File: config.mk
export PLATFORM = sky130hd
export DESIGN_NAME = pipe_hazard_ctrl_flat
export DESIGN_NICKNAME = d
export VERILOG_FILES = /design/src/rtl/pipe_hazard_ctrl_pkg.sv /design/src/rtl/pipe_hazard_ctrl_if.sv /design/src/rtl/pipe_hazard_ctrl_insn_decode_info.sv /design/src/rtl/pipe_hazard_ctrl.sv /design/src/flat_wrapper.sv
export SDC_FILE = /design/constraint.sdc
export NUM_CORES = 1
export LEC_CHECK = 0
export ABC_AREA = 1
export CELL_PAD_IN_SITES_DETAIL_PLACEMENT = 1
export CELL_PAD_IN_SITES_GLOBAL_PLACEMENT = 1
export CORE_UTILIZATION = 27
export DETAILED_ROUTE_END_ITERATION = 6
export MAX_ROUTING_LAYER = met4
export PLACE_DENSITY = 0.9
export SLEW_MARGIN = 0
export SYNTH_ARGS = -nofsm -noshare
export SYNTH_HDL_FRONTEND = slang
export SYNTH_HIERARCHICAL = 1
export SYNTH_SLANG_ARGS = --single-unit
File: constraint.sdc
create_clock -name clk_i -period 2 [get_ports clk_i]
set_input_delay 0.4 -clock clk_i [delete_from_list [all_inputs] [get_ports clk_i]]
set_output_delay 0.4 -clock clk_i [all_outputs]
set_load 0.01 [all_outputs]
File: src/rtl/pipe_hazard_ctrl_pkg.sv
// ---------------------------------------------------------------------------
// pipe_hazard_ctrl_pkg
// Shared definitions for the ID/EX hazard controller: opcode values,
// EX-unit operation encodings, controller state enum and the instruction
// field positions inside the 32-bit IR.
// ---------------------------------------------------------------------------
package pipe_hazard_ctrl_pkg;

  // Opcodes (IR[31:28]); anything else is a NOP with no sources/destination
  localparam logic [3:0] OP_LW    = 4'd0;
  localparam logic [3:0] OP_SW    = 4'd1;
  localparam logic [3:0] OP_LI    = 4'd2;
  localparam logic [3:0] OP_ADDU  = 4'd3;
  localparam logic [3:0] OP_ADDIU = 4'd4;
  localparam logic [3:0] OP_SLL   = 4'd5;
  localparam logic [3:0] OP_MUL   = 4'd6;
  localparam logic [3:0] OP_BGE   = 4'd7;
  localparam logic [3:0] OP_J     = 4'd8;
  localparam logic [3:0] OP_MULI  = 4'd9;

  // Operation selected in the EX unit
  typedef enum logic [1:0] {
    EX_ADD = 2'd0,
    EX_MUL = 2'd1,
    EX_SLL = 2'd2,
    EX_BGE = 2'd3
  } ex_op_e;

  // Controller FSM states
  typedef enum logic [1:0] {
    ST_RUN      = 2'd0,
    ST_LD_STALL = 2'd1,
    ST_MUL_WAIT = 2'd2,
    ST_FLUSH    = 2'd3
  } state_e;

  // Low bit of each IR field
  localparam int OPC_LSB = 28;
  localparam int RD_LSB  = 24;
  localparam int RS_LSB  = 20;
  localparam int RT_LSB  = 16;

  // EX operation implied by an opcode (address/immediate ops use the adder)
  function automatic ex_op_e ex_op_of(input logic [3:0] opc);
    ex_op_e op_v;
    case (opc)
      OP_MUL, OP_MULI: op_v = EX_MUL;
      OP_SLL:          op_v = EX_SLL;
      OP_BGE:          op_v = EX_BGE;
      default:         op_v = EX_ADD;
    endcase
    return op_v;
  endfunction

endpackage

File: src/rtl/pipe_hazard_ctrl_if.sv
// ---------------------------------------------------------------------------
// pipe_hazard_ctrl_if
// Decode-side bundle between the pipeline and the hazard controller.
//   id_ir_i / id_valid_i : instruction in ID and its valid flag
//   br_taken_i           : BGE in EX resolved taken
//   stall_o, bubble_o, flush_o, fwd_sel_o, ex_busy_o : controller outputs
// With HAZ_PERF_CNT_EN defined, stall_cnt_o / flush_cnt_o are added.
// master = pipeline side, slave = controller.
// ---------------------------------------------------------------------------
interface pipe_hazard_ctrl_if;
  logic [31:0] id_ir_i;
  logic        id_valid_i;
  logic        br_taken_i;
  logic        stall_o;
  logic        bubble_o;
  logic        flush_o;
  logic [1:0]  fwd_sel_o;
  logic        ex_busy_o;
`ifdef HAZ_PERF_CNT_EN
  logic [31:0] stall_cnt_o;
  logic [31:0] flush_cnt_o;
`endif

  modport master (
    output id_ir_i, id_valid_i, br_taken_i,
`ifdef HAZ_PERF_CNT_EN
    input  stall_cnt_o, flush_cnt_o,
`endif
    input  stall_o, bubble_o, flush_o, fwd_sel_o, ex_busy_o
  );

  modport slave (
    input  id_ir_i, id_valid_i, br_taken_i,
`ifdef HAZ_PERF_CNT_EN
    output stall_cnt_o, flush_cnt_o,
`endif
    output stall_o, bubble_o, flush_o, fwd_sel_o, ex_busy_o
  );
endinterface

File: src/rtl/pipe_hazard_ctrl_insn_decode_info.sv
// ---------------------------------------------------------------------------
// insn_decode_info
// Purely combinational classification of one instruction word.
//   ir_i        : 32-bit instruction (only the opcode is inspected)
//   writes_rd_o : instruction writes rd
//   reads_rs_o  : instruction reads rs
//   reads_rt_o  : instruction reads rt
//   is_load_o   : LW
//   is_mul_o    : MUL or MULI
//   is_jump_o   : J
//   is_branch_o : BGE
// ---------------------------------------------------------------------------
module insn_decode_info
  import pipe_hazard_ctrl_pkg::*;
(
  input  logic [31:0] ir_i,
  output logic        writes_rd_o,
  output logic        reads_rs_o,
  output logic        reads_rt_o,
  output logic        is_load_o,
  output logic        is_mul_o,
  output logic        is_jump_o,
  output logic        is_branch_o
);

  logic [3:0] opc_s;
  logic       unused_ir_s;

  assign opc_s       = ir_i[OPC_LSB +: 4];
  assign unused_ir_s = ^ir_i[OPC_LSB-1:0];

  // Opcode to attribute table; unknown opcodes decode as a NOP
  always_comb begin
    writes_rd_o = 1'b0;
    reads_rs_o  = 1'b0;
    reads_rt_o  = 1'b0;
    is_load_o   = 1'b0;
    is_mul_o    = 1'b0;
    is_jump_o   = 1'b0;
    is_branch_o = 1'b0;
    case (opc_s)
      OP_LW:    begin writes_rd_o = 1'b1; reads_rs_o = 1'b1; is_load_o = 1'b1; end
      OP_SW:    begin reads_rs_o = 1'b1; reads_rt_o = 1'b1; end
      OP_LI:    begin writes_rd_o = 1'b1; end
      OP_ADDU:  begin writes_rd_o = 1'b1; reads_rs_o = 1'b1; reads_rt_o = 1'b1; end
      OP_ADDIU: begin writes_rd_o = 1'b1; reads_rs_o = 1'b1; end
      OP_SLL:   begin writes_rd_o = 1'b1; reads_rs_o = 1'b1; end
      OP_MUL:   begin writes_rd_o = 1'b1; reads_rs_o = 1'b1; reads_rt_o = 1'b1; is_mul_o = 1'b1; end
      OP_BGE:   begin reads_rs_o = 1'b1; reads_rt_o = 1'b1; is_branch_o = 1'b1; end
      OP_J:     begin is_jump_o = 1'b1; end
      OP_MULI:  begin writes_rd_o = 1'b1; reads_rs_o = 1'b1; is_mul_o = 1'b1; end
      default:  begin writes_rd_o = 1'b0; end
    endcase
  end

endmodule

File: src/rtl/pipe_hazard_ctrl.sv
// ---------------------------------------------------------------------------
// pipe_hazard_ctrl
// Hazard/forwarding controller for the ID/EX boundary.
//   clk_i, rst_n_i : clock, asynchronous active-low reset
//   bus (slave)    : id_ir_i, id_valid_i, br_taken_i in;
//                    stall_o, bubble_o, flush_o, fwd_sel_o, ex_busy_o out
// Parameters: MUL_LAT (EX cycles of MUL/MULI, 1..7), REG_W (register index).
// Optional: HAZ_PERF_CNT_EN adds saturating stall/flush cycle counters.
// Flushes are signalled from the FLUSH state, the cycle after the jump or
// taken branch is seen; stall and forwarding are zero-latency from id_ir_i.
// ---------------------------------------------------------------------------
module pipe_hazard_ctrl
  import pipe_hazard_ctrl_pkg::*;
#(
  parameter int MUL_LAT = 3,
  parameter int REG_W   = 4
) (
  input  logic               clk_i,
  input  logic               rst_n_i,
  pipe_hazard_ctrl_if.slave  bus
);

  localparam logic [2:0] MUL_CNT_INIT = 3'(MUL_LAT - 1);
  localparam bit         MUL_MULTI    = (MUL_LAT > 1);

  state_e           state_r, state_nxt_s;
  logic [2:0]       cnt_r, cnt_nxt_s;
  logic             flush_bge_r, flush_bge_nxt_s;
  logic [REG_W-1:0] ex_rd_r, mem_rd_r;
  logic             ex_wr_r, ex_ld_r, mem_wr_r;

  logic [REG_W-1:0] rd_s, rs_s, rt_s;
  logic             dec_wr_s, dec_rs_s, dec_rt_s, dec_ld_s, dec_mul_s, dec_j_s, dec_br_s;
  logic             use_rs_s, use_rt_s, ld_hit_s, fwd_rs_s, fwd_rt_s, flush_req_s;
  logic             accept_s;
  logic             stall_s, bubble_s, flush_s, busy_s;
  logic [1:0]       fwd_s;
  logic             unused_s;

  insn_decode_info u_id_dec (
    .ir_i        (bus.id_ir_i),
    .writes_rd_o (dec_wr_s),
    .reads_rs_o  (dec_rs_s),
    .reads_rt_o  (dec_rt_s),
    .is_load_o   (dec_ld_s),
    .is_mul_o    (dec_mul_s),
    .is_jump_o   (dec_j_s),
    .is_branch_o (dec_br_s)
  );

  assign rd_s = bus.id_ir_i[RD_LSB +: REG_W];
  assign rs_s = bus.id_ir_i[RS_LSB +: REG_W];
  assign rt_s = bus.id_ir_i[RT_LSB +: REG_W];

  // MEM slot is tracked for visibility only: the write-first register file
  // resolves MEM-to-ID dependences without forwarding.
  assign unused_s = ^{mem_rd_r, mem_wr_r, dec_br_s};

  // A source only matters when it is really read and is not r0
  assign use_rs_s    = bus.id_valid_i & dec_rs_s & (rs_s != {REG_W{1'b0}});
  assign use_rt_s    = bus.id_valid_i & dec_rt_s & (rt_s != {REG_W{1'b0}});
  assign ld_hit_s    = ex_ld_r & ((use_rs_s & (rs_s == ex_rd_r)) | (use_rt_s & (rt_s == ex_rd_r)));
  assign fwd_rs_s    = ex_wr_r & ~ex_ld_r & use_rs_s & (rs_s == ex_rd_r);
  assign fwd_rt_s    = ex_wr_r & ~ex_ld_r & use_rt_s & (rt_s == ex_rd_r);
  assign flush_req_s = bus.br_taken_i | (bus.id_valid_i & dec_j_s);

  // State register: FSM state, MUL countdown and branch-flush flag
  always_ff @(posedge clk_i or negedge rst_n_i) begin
    if (!rst_n_i) begin
      state_r     <= ST_RUN;
      cnt_r       <= 3'd0;
      flush_bge_r <= 1'b0;
    end else begin
      state_r     <= state_nxt_s;
      cnt_r       <= cnt_nxt_s;
      flush_bge_r <= flush_bge_nxt_s;
    end
  end

  // Next-state logic. LD_STALL shares RUN's evaluation: EX holds the stall
  // bubble there, so only the accept path (possibly into MUL_WAIT) can fire.
  always_comb begin
    state_nxt_s     = state_r;
    cnt_nxt_s       = cnt_r;
    flush_bge_nxt_s = 1'b0;
    accept_s        = 1'b0;
    case (state_r)
      ST_RUN, ST_LD_STALL: begin
        if (flush_req_s) begin
          state_nxt_s     = ST_FLUSH;
          flush_bge_nxt_s = bus.br_taken_i;
        end else if (ld_hit_s) begin
          state_nxt_s = ST_LD_STALL;
        end else begin
          accept_s = 1'b1;
          if (bus.id_valid_i && dec_mul_s && MUL_MULTI) begin
            state_nxt_s = ST_MUL_WAIT;
            cnt_nxt_s   = MUL_CNT_INIT;
          end else begin
            state_nxt_s = ST_RUN;
          end
        end
      end
      ST_MUL_WAIT: begin
        // Leave on the cycle the count reaches zero; br_taken_i is ignored
        if (cnt_r <= 3'd1) begin
          state_nxt_s = ST_RUN;
          cnt_nxt_s   = 3'd0;
        end else begin
          state_nxt_s = ST_MUL_WAIT;
          cnt_nxt_s   = cnt_r - 3'd1;
        end
      end
      ST_FLUSH: begin
        state_nxt_s = ST_RUN;
      end
      default: begin
        state_nxt_s = ST_RUN;
        cnt_nxt_s   = 3'd0;
      end
    endcase
  end

  // Output decode from state plus the live ID compare
  always_comb begin
    stall_s  = 1'b0;
    bubble_s = 1'b0;
    flush_s  = 1'b0;
    busy_s   = 1'b0;
    fwd_s    = 2'b00;
    case (state_r)
      ST_RUN, ST_LD_STALL: begin
        if (flush_req_s) begin
          fwd_s = 2'b00;
        end else if (ld_hit_s) begin
          stall_s  = 1'b1;
          bubble_s = 1'b1;
        end else begin
          fwd_s = {fwd_rt_s, fwd_rs_s};
        end
      end
      ST_MUL_WAIT: begin
        stall_s = 1'b1;
        busy_s  = 1'b1;
      end
      ST_FLUSH: begin
        flush_s  = 1'b1;
        bubble_s = flush_bge_r;
      end
      default: begin
        stall_s = 1'b0;
      end
    endcase
  end

  // Scoreboard: EX slot loads the accepted instruction or a bubble, then
  // shifts into MEM; everything holds while a MUL occupies EX.
  always_ff @(posedge clk_i or negedge rst_n_i) begin
    if (!rst_n_i) begin
      ex_rd_r  <= {REG_W{1'b0}};
      ex_wr_r  <= 1'b0;
      ex_ld_r  <= 1'b0;
      mem_rd_r <= {REG_W{1'b0}};
      mem_wr_r <= 1'b0;
    end else if (state_r != ST_MUL_WAIT) begin
      mem_rd_r <= ex_rd_r;
      mem_wr_r <= ex_wr_r;
      ex_rd_r  <= rd_s;
      ex_wr_r  <= accept_s & bus.id_valid_i & dec_wr_s;
      ex_ld_r  <= accept_s & bus.id_valid_i & dec_ld_s;
    end
  end

  assign bus.stall_o   = stall_s;
  assign bus.bubble_o  = bubble_s;
  assign bus.flush_o   = flush_s;
  assign bus.fwd_sel_o = fwd_s;
  assign bus.ex_busy_o = busy_s;

`ifdef HAZ_PERF_CNT_EN
  logic [31:0] stall_cnt_r, flush_cnt_r;

  // Saturating counts of stall and flush cycles
  always_ff @(posedge clk_i or negedge rst_n_i) begin
    if (!rst_n_i) begin
      stall_cnt_r <= 32'd0;
      flush_cnt_r <= 32'd0;
    end else begin
      if (stall_s && (stall_cnt_r != 32'hFFFF_FFFF)) begin
        stall_cnt_r <= stall_cnt_r + 32'd1;
      end
      if (flush_s && (flush_cnt_r != 32'hFFFF_FFFF)) begin
        flush_cnt_r <= flush_cnt_r + 32'd1;
      end
    end
  end

  assign bus.stall_cnt_o = stall_cnt_r;
  assign bus.flush_cnt_o = flush_cnt_r;
`endif

endmodule

File: src/flat_wrapper.sv
// flat-port wrapper written by rule: the top's interface ports become plain ports
module pipe_hazard_ctrl_flat import pipe_hazard_ctrl_pkg::*;
#(
  parameter int MUL_LAT = 3,
  parameter int REG_W   = 4
)
  (clk_i, rst_n_i, bus_id_ir_i, bus_id_valid_i, bus_br_taken_i, bus_stall_o, bus_bubble_o, bus_flush_o, bus_fwd_sel_o, bus_ex_busy_o);
  pipe_hazard_ctrl_if bus_i ();
  input  logic clk_i;
  input  logic rst_n_i;
  input wire logic [$bits(bus_i.id_ir_i)-1:0] bus_id_ir_i;
  input wire logic [$bits(bus_i.id_valid_i)-1:0] bus_id_valid_i;
  input wire logic [$bits(bus_i.br_taken_i)-1:0] bus_br_taken_i;
  output wire logic [$bits(bus_i.stall_o)-1:0] bus_stall_o;
  output wire logic [$bits(bus_i.bubble_o)-1:0] bus_bubble_o;
  output wire logic [$bits(bus_i.flush_o)-1:0] bus_flush_o;
  output wire logic [$bits(bus_i.fwd_sel_o)-1:0] bus_fwd_sel_o;
  output wire logic [$bits(bus_i.ex_busy_o)-1:0] bus_ex_busy_o;
  assign bus_i.id_ir_i = bus_id_ir_i;
  assign bus_i.id_valid_i = bus_id_valid_i;
  assign bus_i.br_taken_i = bus_br_taken_i;
  assign bus_stall_o = bus_i.stall_o;
  assign bus_bubble_o = bus_i.bubble_o;
  assign bus_flush_o = bus_i.flush_o;
  assign bus_fwd_sel_o = bus_i.fwd_sel_o;
  assign bus_ex_busy_o = bus_i.ex_busy_o;
  pipe_hazard_ctrl #(.MUL_LAT(MUL_LAT), .REG_W(REG_W)) u_core (.clk_i(clk_i), .rst_n_i(rst_n_i), .bus(bus_i));
endmodule
Yosys cells after proc, flatten, opt, wreduce, memory -nomap -nowiden
Index checks and enable logic that the tools add are counted.
{"block": "totals", "elab_cells": 87, "latch_bits": 0, "register_bits": 12, "out_inout_bits": 6, "ramBits": 0, "memories": 0, "input_bits": 36, "mem_bits_ro": 0}
{"block": "op_classes", "add_sub_neg": 1, "eq_ne": 18, "div": 0, "n_reduce_logical": 12, "mul": 0, "bitwise": 19, "order_cmp": 1, "mux": 30, "n_shift": 0}
{"cell": "bitwise AND 1 bit", "n": 16}
{"cell": "== test 4 x 3 -> 1 bit (second input constant)", "n": 4}
{"cell": "two-way mux 1 bit", "n": 15}
{"cell": "two-way mux 2 bit", "n": 7}
{"cell": "two-way mux 3 bit", "n": 4}
{"cell": "== test 4 x 2 -> 1 bit (second input constant)", "n": 2}
{"cell": "== test 4 bit", "n": 2}
{"cell": "== test 4 bit (second input constant)", "n": 2}
{"cell": "nonzero test 4 bit", "n": 2}
{"cell": "OR reduction 8 bit", "n": 1}
{"cell": "OR reduction 7 bit", "n": 1}
{"cell": "inequality test 2 bit (second input constant)", "n": 3}
{"cell": "case mux 2 bit (3 select lines)", "n": 1}
{"cell": "case mux 3 bit (2 select lines)", "n": 1}
{"cell": "== test 2 bit (second input constant)", "n": 2}
{"cell": "== test 4 x 1 -> 1 bit (second input constant)", "n": 1}
{"cell": "logical NOT 4 bit", "n": 1}
{"cell": "case mux 1 bit (2 select lines)", "n": 2}
{"cell": "AND reduction 4 bit", "n": 1}
{"cell": "OR reduction 2 bit", "n": 2}
{"cell": "OR reduction 4 bit", "n": 1}
{"cell": "<= comparator 3 x 1 -> 1 bit (second input constant)", "n": 1}
{"cell": "subtractor 3 x 1 -> 3 bit (second input constant)", "n": 1}
{"cell": "== test 2 x 1 -> 1 bit (second input constant)", "n": 1}
{"cell": "6 further kinds", "n": 7}

Depth between registers and ports, before layout
Gate-level depths: netlist of run 1.
{"block": "depth", "ltp_word": 13, "ltp_mapped": 15, "ltp_nobuf": 15}

By module
Netlist of run 1, hierarchy kept.
{"mod": "pipe_hazard_ctrl", "area_per_inst_um2": 820.8, "instances": 1, "cells_per_inst": 127}
{"mod": "insn_decode_info", "area_per_inst_um2": 113.9, "instances": 1, "cells_per_inst": 26}

Least setup slack after synthesis of run 1
No wires, ideal clock.
{"block": "synth_path", "path_kind": "input to output", "startpoint": "input port bus_id_ir_i[29]", "endpoint": "output port bus_bubble_o", "setup_slack_ps": 283, "path_buffers": 0, "t_required_ps": 1600, "path_stages": 13, "t_arrival_ps": 1317, "cell_sequence": "inv_2 nand2_1 nor2_1 nor2_2 nand2_1 nand2_1 inv_1 nand2_1 nor2_1 nand3_1 nand2_2 nand4_1 nand2_1"}
{"block": "synth_between", "elab_chain_cells": 11, "elab_cells_between_ends": 27, "cone_classes": "eq/ne (8); mux (6); bitwise (10); reduce/logical (3)"}
{"element": "start, declared", "line_no": "flat_wrapper.sv:11", "text": "input wire logic [$bits(bus_i.id_ir_i)-1:0] bus_id_ir_i;"}
{"element": "== test 4 x 3 -> 1 bit (tied with other cells)", "line_no": "pipe_hazard_ctrl_insn_decode_info.sv:41", "text": "case (opc_s)"}
{"element": "OR reduction 8 bit (no source line) *"}
{"element": "two-way mux 1 bit *", "line_no": "pipe_hazard_ctrl_insn_decode_info.sv:41"}
{"element": "net u_core.dec_rs_s", "line_no": "pipe_hazard_ctrl.sv:33", "text": "logic dec_wr_s, dec_rs_s, dec_rt_s, dec_ld_s, dec_mul_s, dec_j_s, dec_br_s;"}
{"element": "bitwise AND 1 bit * (2 in a row)", "line_no": "pipe_hazard_ctrl.sv:60", "text": "assign use_rs_s = bus.id_valid_i & dec_rs_s & (rs_s != {REG_W{1'b0}});"}
{"element": "bitwise AND 1 bit *", "line_no": "pipe_hazard_ctrl.sv:62", "text": "assign ld_hit_s = ex_ld_r & ((use_rs_s & (rs_s == ex_rd_r)) | (use_rt_s & (rt_s == ex_rd_r)));"}
{"element": "OR 1 bit *", "line_no": "pipe_hazard_ctrl.sv:62"}
{"element": "bitwise AND 1 bit *", "line_no": "pipe_hazard_ctrl.sv:62"}
{"element": "two-way mux 1 bit *", "line_no": "pipe_hazard_ctrl.sv:135", "text": "end else if (ld_hit_s) begin"}
{"element": "two-way mux 1 bit *", "line_no": "pipe_hazard_ctrl.sv:133", "text": "if (flush_req_s) begin"}
{"element": "case mux 1 bit (2 select lines) *", "line_no": "pipe_hazard_ctrl.sv:131", "text": "case (state_r)"}
{"element": "end, declared", "line_no": "flat_wrapper.sv:15", "text": "output wire logic [$bits(bus_i.bubble_o)-1:0] bus_bubble_o;"}
The timed path passes the listed nets; every way through them passes the cells marked *.

Final worst setup path of run 1
{"block": "layout_path", "startpoint": "input port bus_id_ir_i[31]", "endpoint": "output port bus_stall_o"}
{"block": "layout_between", "elab_chain_cells": 11, "elab_cells_between_ends": 27, "cone_classes": "eq/ne (8); mux (6); bitwise (10); reduce/logical (3)"}
{"element": "== test 4 x 3 -> 1 bit (tied with other cells)", "line_no": "pipe_hazard_ctrl_insn_decode_info.sv:41"}
{"element": "OR reduction 8 bit (no source line) *"}
{"element": "two-way mux 1 bit *", "line_no": "pipe_hazard_ctrl_insn_decode_info.sv:41"}
{"element": "net u_core.dec_rs_s", "line_no": "pipe_hazard_ctrl.sv:33"}
{"element": "bitwise AND 1 bit * (2 in a row)", "line_no": "pipe_hazard_ctrl.sv:60"}
{"element": "bitwise AND 1 bit *", "line_no": "pipe_hazard_ctrl.sv:62"}
{"element": "OR 1 bit *", "line_no": "pipe_hazard_ctrl.sv:62"}
{"element": "bitwise AND 1 bit *", "line_no": "pipe_hazard_ctrl.sv:62"}
{"element": "two-way mux 1 bit *", "line_no": "pipe_hazard_ctrl.sv:135"}
{"element": "two-way mux 1 bit *", "line_no": "pipe_hazard_ctrl.sv:133"}
{"element": "case mux 1 bit (2 select lines) *", "line_no": "pipe_hazard_ctrl.sv:131"}
{"element": "end, declared", "line_no": "flat_wrapper.sv:14", "text": "output wire logic [$bits(bus_i.stall_o)-1:0] bus_stall_o;"}
Marked as above.

==> results.env, run 1 <==
DETAILEDROUTE.FIRSTPASSITERATIONCOUNT=4
PIN_SLEW_WITH_THE_LEAST_HEADROOM_TO_ITS_LIMIT_NS=0.569
HOLD_VIOL=0
POWER_mW=1.33
AVGROUTEDWIREPERCELL_UM=13.9
CRITICAL_PATH.MOST_COMMON_CELL='sky130_fd_sc_hd__nand2_1'
POWER.IR.VDD_WORST_mV=0.500
CTS_MADE_BUFFERS=3
POST-ROUTE-WORST-SETUP-SLACK_NS=-0.0652
RSZ_0062_RAISED_AFTER_GLOBAL_ROUTING='yes'
POSTSYNTHAREAPERCELL_UM2=6.11
COMB_POWER_SHARE=0.569
FINALCRITPERIODSHARE=1.03
SYN-INSTANCE-COUNT=153
CAP_VIOLATIONS=0
SYNTH.CELL_AREA_UM2=935
SETUP-TNS-FINAL_NS=-0.128
GRT_FIRST_PASS_WIRELENGTH_UM=5150
FIN_WORST_HOLD_SLACK_NS=0.493
TIMING.RR.START='u_core/ex_rd_r[3]'
R2R_SLACK_NS=0.44
DIODE_COUNT=0
RUN_STATUS='finished with violations'
CRIT_START='bus_id_ir_i[31]'
TOP_ACHIEVABLE_CLOCK_SPEED_GHz=0.484
CTS.SINK_COUNT=12
MULTI_INPUT_LOGIC_AREA_UM2=609
SYNTH_MUX_AREA_FRAC=0
FIN_NETS=238
MAX-SLEW-MARGIN-REL=0.620
PORT_BUFFERS=25
CLK_TRANSITION_REPORTED_PATHS_NS=0.07
CLK-INSERTION-DELAY-LATE_NS=0.27
PWR_DENSITY_CELL_mW_PER_MM2=878
POWER.INTERNAL_mW=0.713
TIMING.CRITICAL_PATH.CELLS='buf_12 -> clkinv_8 -> nand2_4 -> nor2_4 -> nor2_2 -> nand2_1 -> nand2_1 -> inv_1 -> nand2_2 -> nor2_4 -> nand3_2 -> nand2_2 -> nand4_1 -> nand2_1 -> buf_2'
SEQPWRFRAC=0.320
DIE_AREA_MM2=0.00370
DETAILEDROUTE.FIRSTITERATIONVIOLATIONS=31
CLKPWRFRAC=0.111
FINAL_ANTENNA_NET_COUNT=0
SYNTH_CELL_TYPES=20
YS_SEQ_ELEMENTS=12
SYNTH_TOP_FAMILY_BY_AREA='simple AND/OR/NAND/NOR gates'
SYNTHESIS.YOSYS.WARNINGS=6
FP.DIEW_UM=60.8
TOTAL_LEAKAGE_POWER_nW=0.842
DRT_WL_TOTAL_UM=3360
CLOCK_TREE_FROM_TRITONCTS='yes'
POST-SYNTH-TOP-AREA-CELL='sky130_fd_sc_hd__dfrtp_1'
DP_HPWL_UM=2410
SYNTH_SIMPLE_GATE_AREA_SHARE=0.470
CRIT_PATH_END_KIND='output pin'
PLACED_CELLS=233
NUM_IO_PINS=42
DP_SLACK_NS=-0.954
SYNTH.YOSYS.SEQ_AREA_SHARE=0.321
WORST-R2R-CELL-COUNT=12
SETUP.WORST_PATH.END='bus_stall_o'
FAILED_CHECKS='negative setup slack'
DETAILED_PLACE.AREA_MM2=0.00133
CRITICAL_PATH.SLOWEST_CELL='sky130_fd_sc_hd__buf_2'
REQUIRED_TIME_OF_THE_CRITICAL_PATH_NS=1.60
SYNTH_AREA_IN_COMPOUND_GATES=0.0549
POWER.NET_SWITCHING_mW=0.614
TIMING.RR.END='u_core/cnt_r[1]'
CTS.HTREE.LEVELS=1
FINISH.INSTANCE_AREA_MM2=0.00151
MAXIMUM_NUMBER_OF_PINS_ON_ONE_NET_BEFORE_GLOBAL_ROUTE_REPAIR=13
ARRIVAL_NS=1.67
FINCLKSKEW_NS=0.000637
SYNTH.TOP_CELLS.BY_AREA='sky130_fd_sc_hd__dfrtp_1 32%, sky130_fd_sc_hd__nand2_1 22%, sky130_fd_sc_hd__inv_1 8.8%'
REMAINING_DESIGN_RULE_VIOLATION_COUNT=0
TIMING.CRITICAL_PATH.SLOWEST_CELL_DELAY_NS=0.13
P_SW_FRAC=0.463
CTS-ROOT-BUF='sky130_fd_sc_hd__clkbuf_4'
FLOORPLAN.ROWS=20
FLOORPLAN.INITIALDENSITY=0.294
CLOCK_TREE.BUFFER_DEPTH=2
CTS.HOLD.BUFFERS_ADDED=0
GRT_PASS1_VIAS=1189
GLOBAL_ROUTE.USAGE.TOTAL=0.198
CRITICAL_PATH_FANOUT_MAX=3
STARTPOINT_TYPE='primary input'
NUM_VIAS=1142
TIMING.FINAL.SETUP_VIOLATIONS=3
FIN_UTIL=0.476
GP_CONGESTION=0.829
DESIGN.CORE.AREA_MM2=0.00318
FINAL_CELLS=242
AREAGROWTHSYNTHTOFINISH_PCT=61.7
REGAREA_UM2=300
VIAS_PER_CELL=4.72
FILLER_CELL_COUNT=422
DIE_H_UM=60.8
REPORT.FINAL.SLEW_VIOL_COUNT=0
GR-TOTAL-OVERFLOW=0
HOLD_CLASS='in2async'
WORST_SETUP_PATH_TYPE='in2out'
YOSYS.AREA_SHARE.ADDER=0.0268
SYNTHXORXNORAREAFRAC=0.00937
SYN-NUM-NETS=191
LAYOUT_MIN_CYCLE_TIME_NS=2.07
LAYOUT-DRIVE-GT1-SHARE=0.303
SYNTH_TOP_AREA_SHARE=0.321
GRT_ANTENNA_BEFORE_REPAIR=0
-- cell families after synthesis --
| group | after synthesis |
|---|---|
| buffers and inverters | 29 |
| AND/OR/NAND/NOR | 99 |
| adder cells (fa/ha/maj) | 2 |
| AO/OA/AOI/OAI | 10 |
| XOR/XNOR | 1 |
| flip-flops | 12 |
-- layer usage --
metal,global-route usage,part of all wire,up-vias
met2,0.344,0.51,28
met4,0.0519,0.019,0
met5,-,0,-
li1,-,-,558
met1,0.228,0.44,548
met3,0.0448,0.033,8
-- how the worst min path moves through the flow --
stage / endpoint / slack [ns] / cells after the start
finish: u_core/ex_rd_r[2] / 0.49 / 1
CTS: u_core/ex_rd_r[2] / 0.51 / 1
global route: u_core/state_r[0] / 0.53 / 1
global placement: u_core/cnt_r[1] / 0.46 / 2
detailed placement: u_core/cnt_r[1] / 0.49 / 2
floorplan: u_core/cnt_r[0] / 0.10 / 0
-- power groups by stage --
stage | combinational [mW] | sequential, mW | clock [mW]
6_report | 0.755 | 0.425 | 0.147
5_1_grt | 0.851 | 0.439 | 0.167
4_1_cts | 0.713 | 0.431 | 0.155
3_5_place_dp | 0.695 | 0.436 | 0
3_3_place_gp | 0.657 | 0.425 | 0
2_1_floorplan | 0.436 | 0.409 | 0
-- state kept, by name, indices dropped and copies added (netlist names) --
| name | cells |
|---|---|
| u_core/cnt_r | 3 |
| u_core/ex_ld_r | 1 |
| u_core/ex_rd_r | 4 |
| u_core/ex_wr_r | 1 |
| u_core/flush_bge_r | 1 |
| u_core/state_r | 2 |
-- placed cells by master (no fill, tap or decap), types with 2 or more instances in the layout --
| master | n |
|---|---|
| sky130_fd_sc_hd__buf_2 | 4 |
| sky130_fd_sc_hd__o21ai_1 | 4 |
| sky130_fd_sc_hd__dlygate4sd2_1 | 5 |
| sky130_fd_sc_hd__nor2_1 | 16 |
| sky130_fd_sc_hd__dfrtp_1 | 12 |
| sky130_fd_sc_hd__nand2_2 | 2 |
| sky130_fd_sc_hd__clkinv_8 | 2 |
| sky130_fd_sc_hd__buf_6 | 2 |
| sky130_fd_sc_hd__nor2_4 | 5 |
| sky130_fd_sc_hd__inv_1 | 20 |
| sky130_fd_sc_hd__inv_2 | 5 |
| sky130_fd_sc_hd__buf_12 | 2 |
| sky130_fd_sc_hd__ha_1 | 2 |
| sky130_fd_sc_hd__nand2_4 | 4 |
| sky130_fd_sc_hd__dlymetal6s2s_1 | 3 |
| sky130_fd_sc_hd__buf_4 | 18 |
| sky130_fd_sc_hd__nand3_1 | 3 |
| sky130_fd_sc_hd__nand4_1 | 5 |
| sky130_fd_sc_hd__nand3_2 | 4 |
| sky130_fd_sc_hd__nor2_2 | 5 |
| sky130_fd_sc_hd__clkbuf_4 | 3 |
| sky130_fd_sc_hd__nand2_1 | 52 |
| sky130_fd_sc_hd__clkdlybuf4s50_1 | 9 |
| sky130_fd_sc_hd__o21ai_0 | 3 |
-- Yosys cell counts, drive strengths merged --
master / instances
nand2: 59
inv: 28
nor2: 26
dfrtp: 12
nand3: 7
o21ai: 7
nand4: 5
a21oi: 2
ha: 2
buf: 1
nand3b: 1
o22ai: 1
or2: 1
xor2: 1
-- timing repair --
action	CTS	global route
pin swaps	19	16
gates resized for setup	70	14
endpoints found under the setup margin	8	5
setup buffers	3	3
cloned	0	0
-- area by class of cell --
type / count / area share
Clock buffer: 3 / 0.0149
Inverter: 28 / 0.0894
Multi-Input combinational cell: 112 / 0.403
Sequential cell: 12 / 0.199
Tap cell: 44 / 0.0364
Timing Repair Buffer: 43 / 0.257
-- worst max-delay path: cells and delay by family --
kind | cells | cell delay (ns)
and+or+nand+nor | 11 | 0.91
buffers and inverters | 4 | 0.37
No activity file was read; power rests on OpenSTA's default activity.
==> run 2: changes to the inputs <==
Settings changed: CTS_CLUSTER_DIAMETER from default to 200.
==> results of run 2 <==
Final layout, timing and power as in run 1 (identical DEF).
